### src/rtl/clk_div_prog.sv
// Programmable integer clock divider with 50%-duty output for any divisor >= 2.
// A single falling-edge flop adds the half cycle that odd divisors need.
module clk_div_prog #(
    parameter int WIDTH       = 8,
    parameter int DEFAULT_DIV = 5
) (
    input  logic             clk,
    input  logic             reset,
    input  logic             en,
    input  logic             load,
    input  logic [WIDTH-1:0] div_in,
    output logic             clk_out,
    output logic             tick,
    output logic             err,
    output logic [WIDTH-1:0] div_cur
);

    localparam logic [WIDTH-1:0] DEF_DIV = WIDTH'(DEFAULT_DIV);
    localparam logic [WIDTH-1:0] MIN_DIV = WIDTH'(2);
    localparam logic [WIDTH-1:0] ONE     = WIDTH'(1);

    logic [WIDTH-1:0] cnt;
    logic [WIDTH-1:0] pend;
    logic             pend_valid;
    logic             running;
    logic             pos_hi;
    logic             neg_hi;

    logic             load_ok;
    logic             wrap;
    logic             start;
    logic [WIDTH-1:0] cnt_next;
    logic [WIDTH-1:0] div_next;
    logic [WIDTH-1:0] half_next;
    logic [WIDTH-1:0] pend_next;
    logic             pend_valid_next;

    // NOTE: every always_comb output gets a default first so no path can infer a latch.
    always_comb begin
        load_ok         = load && (div_in >= MIN_DIV);
        wrap            = running && (cnt == div_cur - ONE);
        start           = en && (!running || wrap);
        cnt_next        = '0;
        div_next        = div_cur;
        pend_next       = pend;
        pend_valid_next = pend_valid;

        if (load_ok) begin
            pend_next       = div_in;
            pend_valid_next = 1'b1;
        end

        // A divisor only changes at a period boundary, so the running period
        // always completes with the divisor it started with.
        if (start) begin
            if (load_ok) begin
                div_next        = div_in;
                pend_valid_next = 1'b0;
            end else if (pend_valid) begin
                div_next        = pend;
                pend_valid_next = 1'b0;
            end
        end else if (en) begin
            cnt_next = cnt + ONE;
        end

        half_next = div_next >> 1;
    end

    // NOTE: sequential state uses non-blocking assignments so every flop samples pre-edge values.
    always_ff @(posedge clk) begin
        if (reset) begin
            cnt        <= '0;
            running    <= 1'b0;
            pend       <= '0;
            pend_valid <= 1'b0;
            div_cur    <= DEF_DIV;
            pos_hi     <= 1'b0;
            tick       <= 1'b0;
            err        <= 1'b0;
        end else begin
            cnt        <= cnt_next;
            running    <= en;
            pend       <= pend_next;
            pend_valid <= pend_valid_next;
            div_cur    <= div_next;
            pos_hi     <= en && (cnt_next < half_next);
            tick       <= start;
            err        <= load && !load_ok;
        end
    end

    // Half-cycle delayed copy of pos_hi; only odd divisors use it.
    always_ff @(negedge clk) begin
        if (reset) neg_hi <= 1'b0;
        else       neg_hi <= pos_hi;
    end

    assign clk_out = pos_hi | (div_cur[0] & neg_hi);

endmodule

### config.mk
export PLATFORM = sky130hd
export DESIGN_NAME = clk_div_prog
export DESIGN_NICKNAME = d
export VERILOG_FILES = /design/src/rtl/clk_div_prog.sv
export SDC_FILE = /design/constraint.sdc
export NUM_CORES = 1
export LEC_CHECK = 0
export ABC_AREA = 1
export CAP_MARGIN = 20
export CORE_UTILIZATION = 54
export DETAILED_ROUTE_END_ITERATION = 8
export GPL_ROUTABILITY_DRIVEN = 0
export PLACE_DENSITY = 0.86
export SYNTH_ARGS = -nofsm -noshare
export SYNTH_HDL_FRONTEND = slang
export SYNTH_SLANG_ARGS = --single-unit
### constraint.sdc
create_clock -name clk -period 3.12 [get_ports clk]
set_input_delay 0.312 -clock clk [delete_from_list [all_inputs] [get_ports clk]]
set_output_delay 0.312 -clock clk [all_outputs]
set_load 0.02 [all_outputs]
======== After elaboration in Yosys (flattened, before gate mapping) ========
Cells that the tools add are included.
cells by class
  order comparisons ....................... 2
  add/sub/neg operators ................... 2
  bitwise operators ....................... 2
  mux-type cells .......................... 9
  equality and inequality tests ........... 1
  reduce and logical (&&, ||, !) cells .... 10
operator list
  kind                                                                                 count
  8-bit 2-to-1 mux                                                                     5
  8-bit by 1-bit adder with 8-bit output, second input constant                        1
  8-bit equality test                                                                  1
  8-bit by 2-bit greater-or-equal comparator with 1-bit output, second input constant  1
  8-bit by 7-bit < comparator with 1-bit output                                        1
  8-bit by 1-bit subtractor with 8-bit output, second input constant                   1
  1-bit logical AND                                                                    5
  1-bit 2-to-1 mux                                                                     4
  1-bit zero test                                                                      2
  2-bit AND reduction                                                                  1
  2-bit nonzero test                                                                   1
  1-bit AND                                                                            1
  1-bit logical OR                                                                     1
  1-bit bitwise OR                                                                     1
word-level totals
  bits of input ports ..................... 12
  word-level logic and storage cells ...... 36
  bits in registers ....................... 30
  output and inout port bits .............. 11

======== Longest topological paths before layout ========
  depth after elaboration ................. 8
  mapped depth ............................ 22
  depth with buffers taken out ............ 21

==> out/metrics.yaml <==
run_status:
  status: "completed"
worst_setup_path:
  required_ps: 2810
  worst_setup_path_end_kind: "output pin"
  crit_type: "flop to output pin"
  rrSetupSlack_ps: 490
  reg2reg_from: "div_cur[1]"
  worstSetupPathDepth: 3
  crit_top_cell: "nand2_1"
  slowest_stage: "dlygate4sd2_1"
  cp-endpoint: "clk_out"
  start_kind: "flop"
  worstRegToRegCells: 19
  cpPeakStageDelay_ps: 330
  startpoint: "neg_hi"
  cp_num_buf_inv: 1
  reg2reg_to: "pos_hi"
  crit_chain: "nand2_1 > nand2_1 > dlygate4sd2_1"
  cp.arrival_ps: 2660
  path_max_fanout: 1
  cp_top_family: "buffers and inverters"
logic_synthesis:
  synth_top_area_share_pct: 34.73
  ys.flop_type: "dfxtp_1"
  synth_cells: 262
  synth_edf_count: 0
  netlist_top_cells_count: "nand2_1 (66), nor2_1 (40), dfxtp_1 (30)"
  synth_seq_cells: 30
  synth-warning-count: 0
  synth.most_common_cell: "nand2_1"
  async_flop_share_pct: 0
  yosysUniqueCellTypes: 28
  synth_area_um2: 1729
  post_synth.cell_area_avg_um2: 6.600
  seq_area_frac_synth_pct: 34.73
  synth_area_leader_cell: "dfxtp_1"
  yosys-top-cells-area: "dfxtp_1 (35%), nand2_1 (14%), nor2_1 (8.7%)"
  synth_fp_nets: 282
timing:
  worst_slew_pin_slew_ps: 361.6
  grt_setup_unrepaired: "false"
  hold_viol_final: 0
  setup_viol: 0
  max_slew_margin_pct: 75.59
  fin_skew_ps: 40.36
  slew_viol_final: 0
  timing.final.ws_setup_ps: 149.3
  fin_setup_tns_ps: 0
job:
  cap_violations: 0
die:
  dieWidth_um: 58.59
  core_um2: 3053
  die_y_um: 58.59
  pin_count: 23
  num_rows: 20
  initial_core_util_pct: 56.64
  die-area_um2: 3432
cts:
  cts_tree: "yes"
  ctsLongestPathBuffers: 2
  clock_latency_ps: 380
  hold_buffers: 0
  cts_max_level: 2
  ctsRootBufferMaster: "clkbuf_4"
  clk_pin_slew_ps: 90
  cts_sinks: 30
  cts_made_buffers: 5
power:
  irDropWorstVdd_mv: 0.2556
  power.density_nw_per_um2: 417.5
  p_leak_uw: 0.0009205
global_routing:
  grt.total_usage_pct: 26.27
  grt_start_max_net_pins: 29
  grt_overflow: 0
  grt_pass1_wl_um: 6686
  antenna_found_initial: 0
  grt_pass1_vias: 1521
place:
  dpl.hpwl_um: 3030
  placement.io_buffers: 22
  place_ws_ps: 277.7
drt:
  drt_iter0_markers: 80
  firstDrtPassIters: 4
  wl_um: 3960
  vias_per_cell: 5.159
  routedWlPerCell_um: 11.89
  ant_nets: 0
  num_vias: 1718
  drc: 0
final_layout:
  num_antenna_cells: 0
  drive_above_1_share_pct: 8.651
  layout.nets: 308
  areaGrowthSynthToFinish_pct: 19.18
min_path:
  min_path_type: "flop to flop"
[layer usage]
layer / vias up / track usage [%] / part of all wire, % / wire length, um
met1: 774 / 33.61 / 47 / 1852
met3: 6 / 6.593 / 5.5 / 218
met5: - / 0 / 0 / 0
met4: 0 / 10.20 / 1.4 / 57
met2: 40 / 42.69 / 46 / 1831
li1: 898 / - / - / -
[metrics by stage]
| step | area, um^2 | hold WS, ps | std cells | total power (uW) | util [%] |
|---|---|---|---|---|---|
| after floorplan | 1729 | 440.3 | 262 | 553.9 | - |
| after global placement | 2002 | 450.9 | 325 | 614.8 | 65.57 |
| after detailed placement | 2002 | 460.3 | 325 | 620.2 | 65.57 |
| after CTS | 2061 | 474.3 | 333 | 865.4 | 67.50 |
| after global routing | 2061 | 498.2 | 333 | 905.7 | 67.50 |
| final | 2061 | 471.9 | 333 | 860.4 | 67.50 |
[state kept, by name (all words and copies together) (netlist names)]
name and cells:
neg_hi 1, pend_valid 1, running 1, pend 8
err 1, div_cur 8, cnt 8, tick 1
pos_hi 1
[tightest hold or removal path: stages (launching register included)]
cell and delay [ps]:
dfxtp_1 320, nand2_1 60, a21oi_1 50
[cell families (layout without fill, tap and decap cells)]
group | count (synthesis) | after routing | share of synthesized area, %
and+or+nand+nor | 148 | 148 | 36.32
xor gates and xnor gates | 7 | 7 | 3.546
buffers and inverters | 37 | 64 | 8.610
adders and majority gates | 8 | 8 | 5.789
DFF | 30 | 30 | 34.73
AOI/OAI and AO/OA | 32 | 32 | 11.00
[power breakdown]
group	total, uW	switching, uW	internal, uW
Clock	253	142	111
Sequential	422	20.8	401
Combinational	186	108	78.1
Total	860	270	590
[area by class of cell]
type	count	area, um^2
Fill cell	286	992.2
Multi-Input combinational cell	195	979.7
Sequential cell	30	600.6
Timing Repair Buffer	27	256.5
Inverter	28	105.1
Clock buffer	7	55.05
Tap cell	44	55.05
Clock inverter	2	8.758
[how the worst min path moves through the flow]
stage | cells past startpoint | from | end | slack, ps
finish | 2 | pend[1] | pend[1] | 470
detailed placement | 2 | pend[1] | pend[1] | 460
floorplan | 2 | pend[1] | pend[1] | 440
global placement | 2 | pend[1] | pend[1] | 450
CTS | 2 | pend[6] | pend[6] | 470
global route | 2 | pend[6] | pend[6] | 500
[layout by cell type (no fill, tap or decap), drive strengths merged, types with 2 or more instances in the layout]
cell and count:
a21oi 11, buf 5, clkbuf 7, clkdlybuf4s50 21, dfxtp 30, ha 8
inv 29, nand2 70, nand3 21, nand4 4, nor2 42, nor3 8
o211ai 2, o21ai 17, xnor2 2, xor2 5
[repair_timing]
action / in CTS / in global routing
endpoints found under the setup margin: 1 / 0
gates resized for setup: 1 / 0
setup buffers: 0 / 0
No activity file was read; power rests on OpenSTA's default activity.
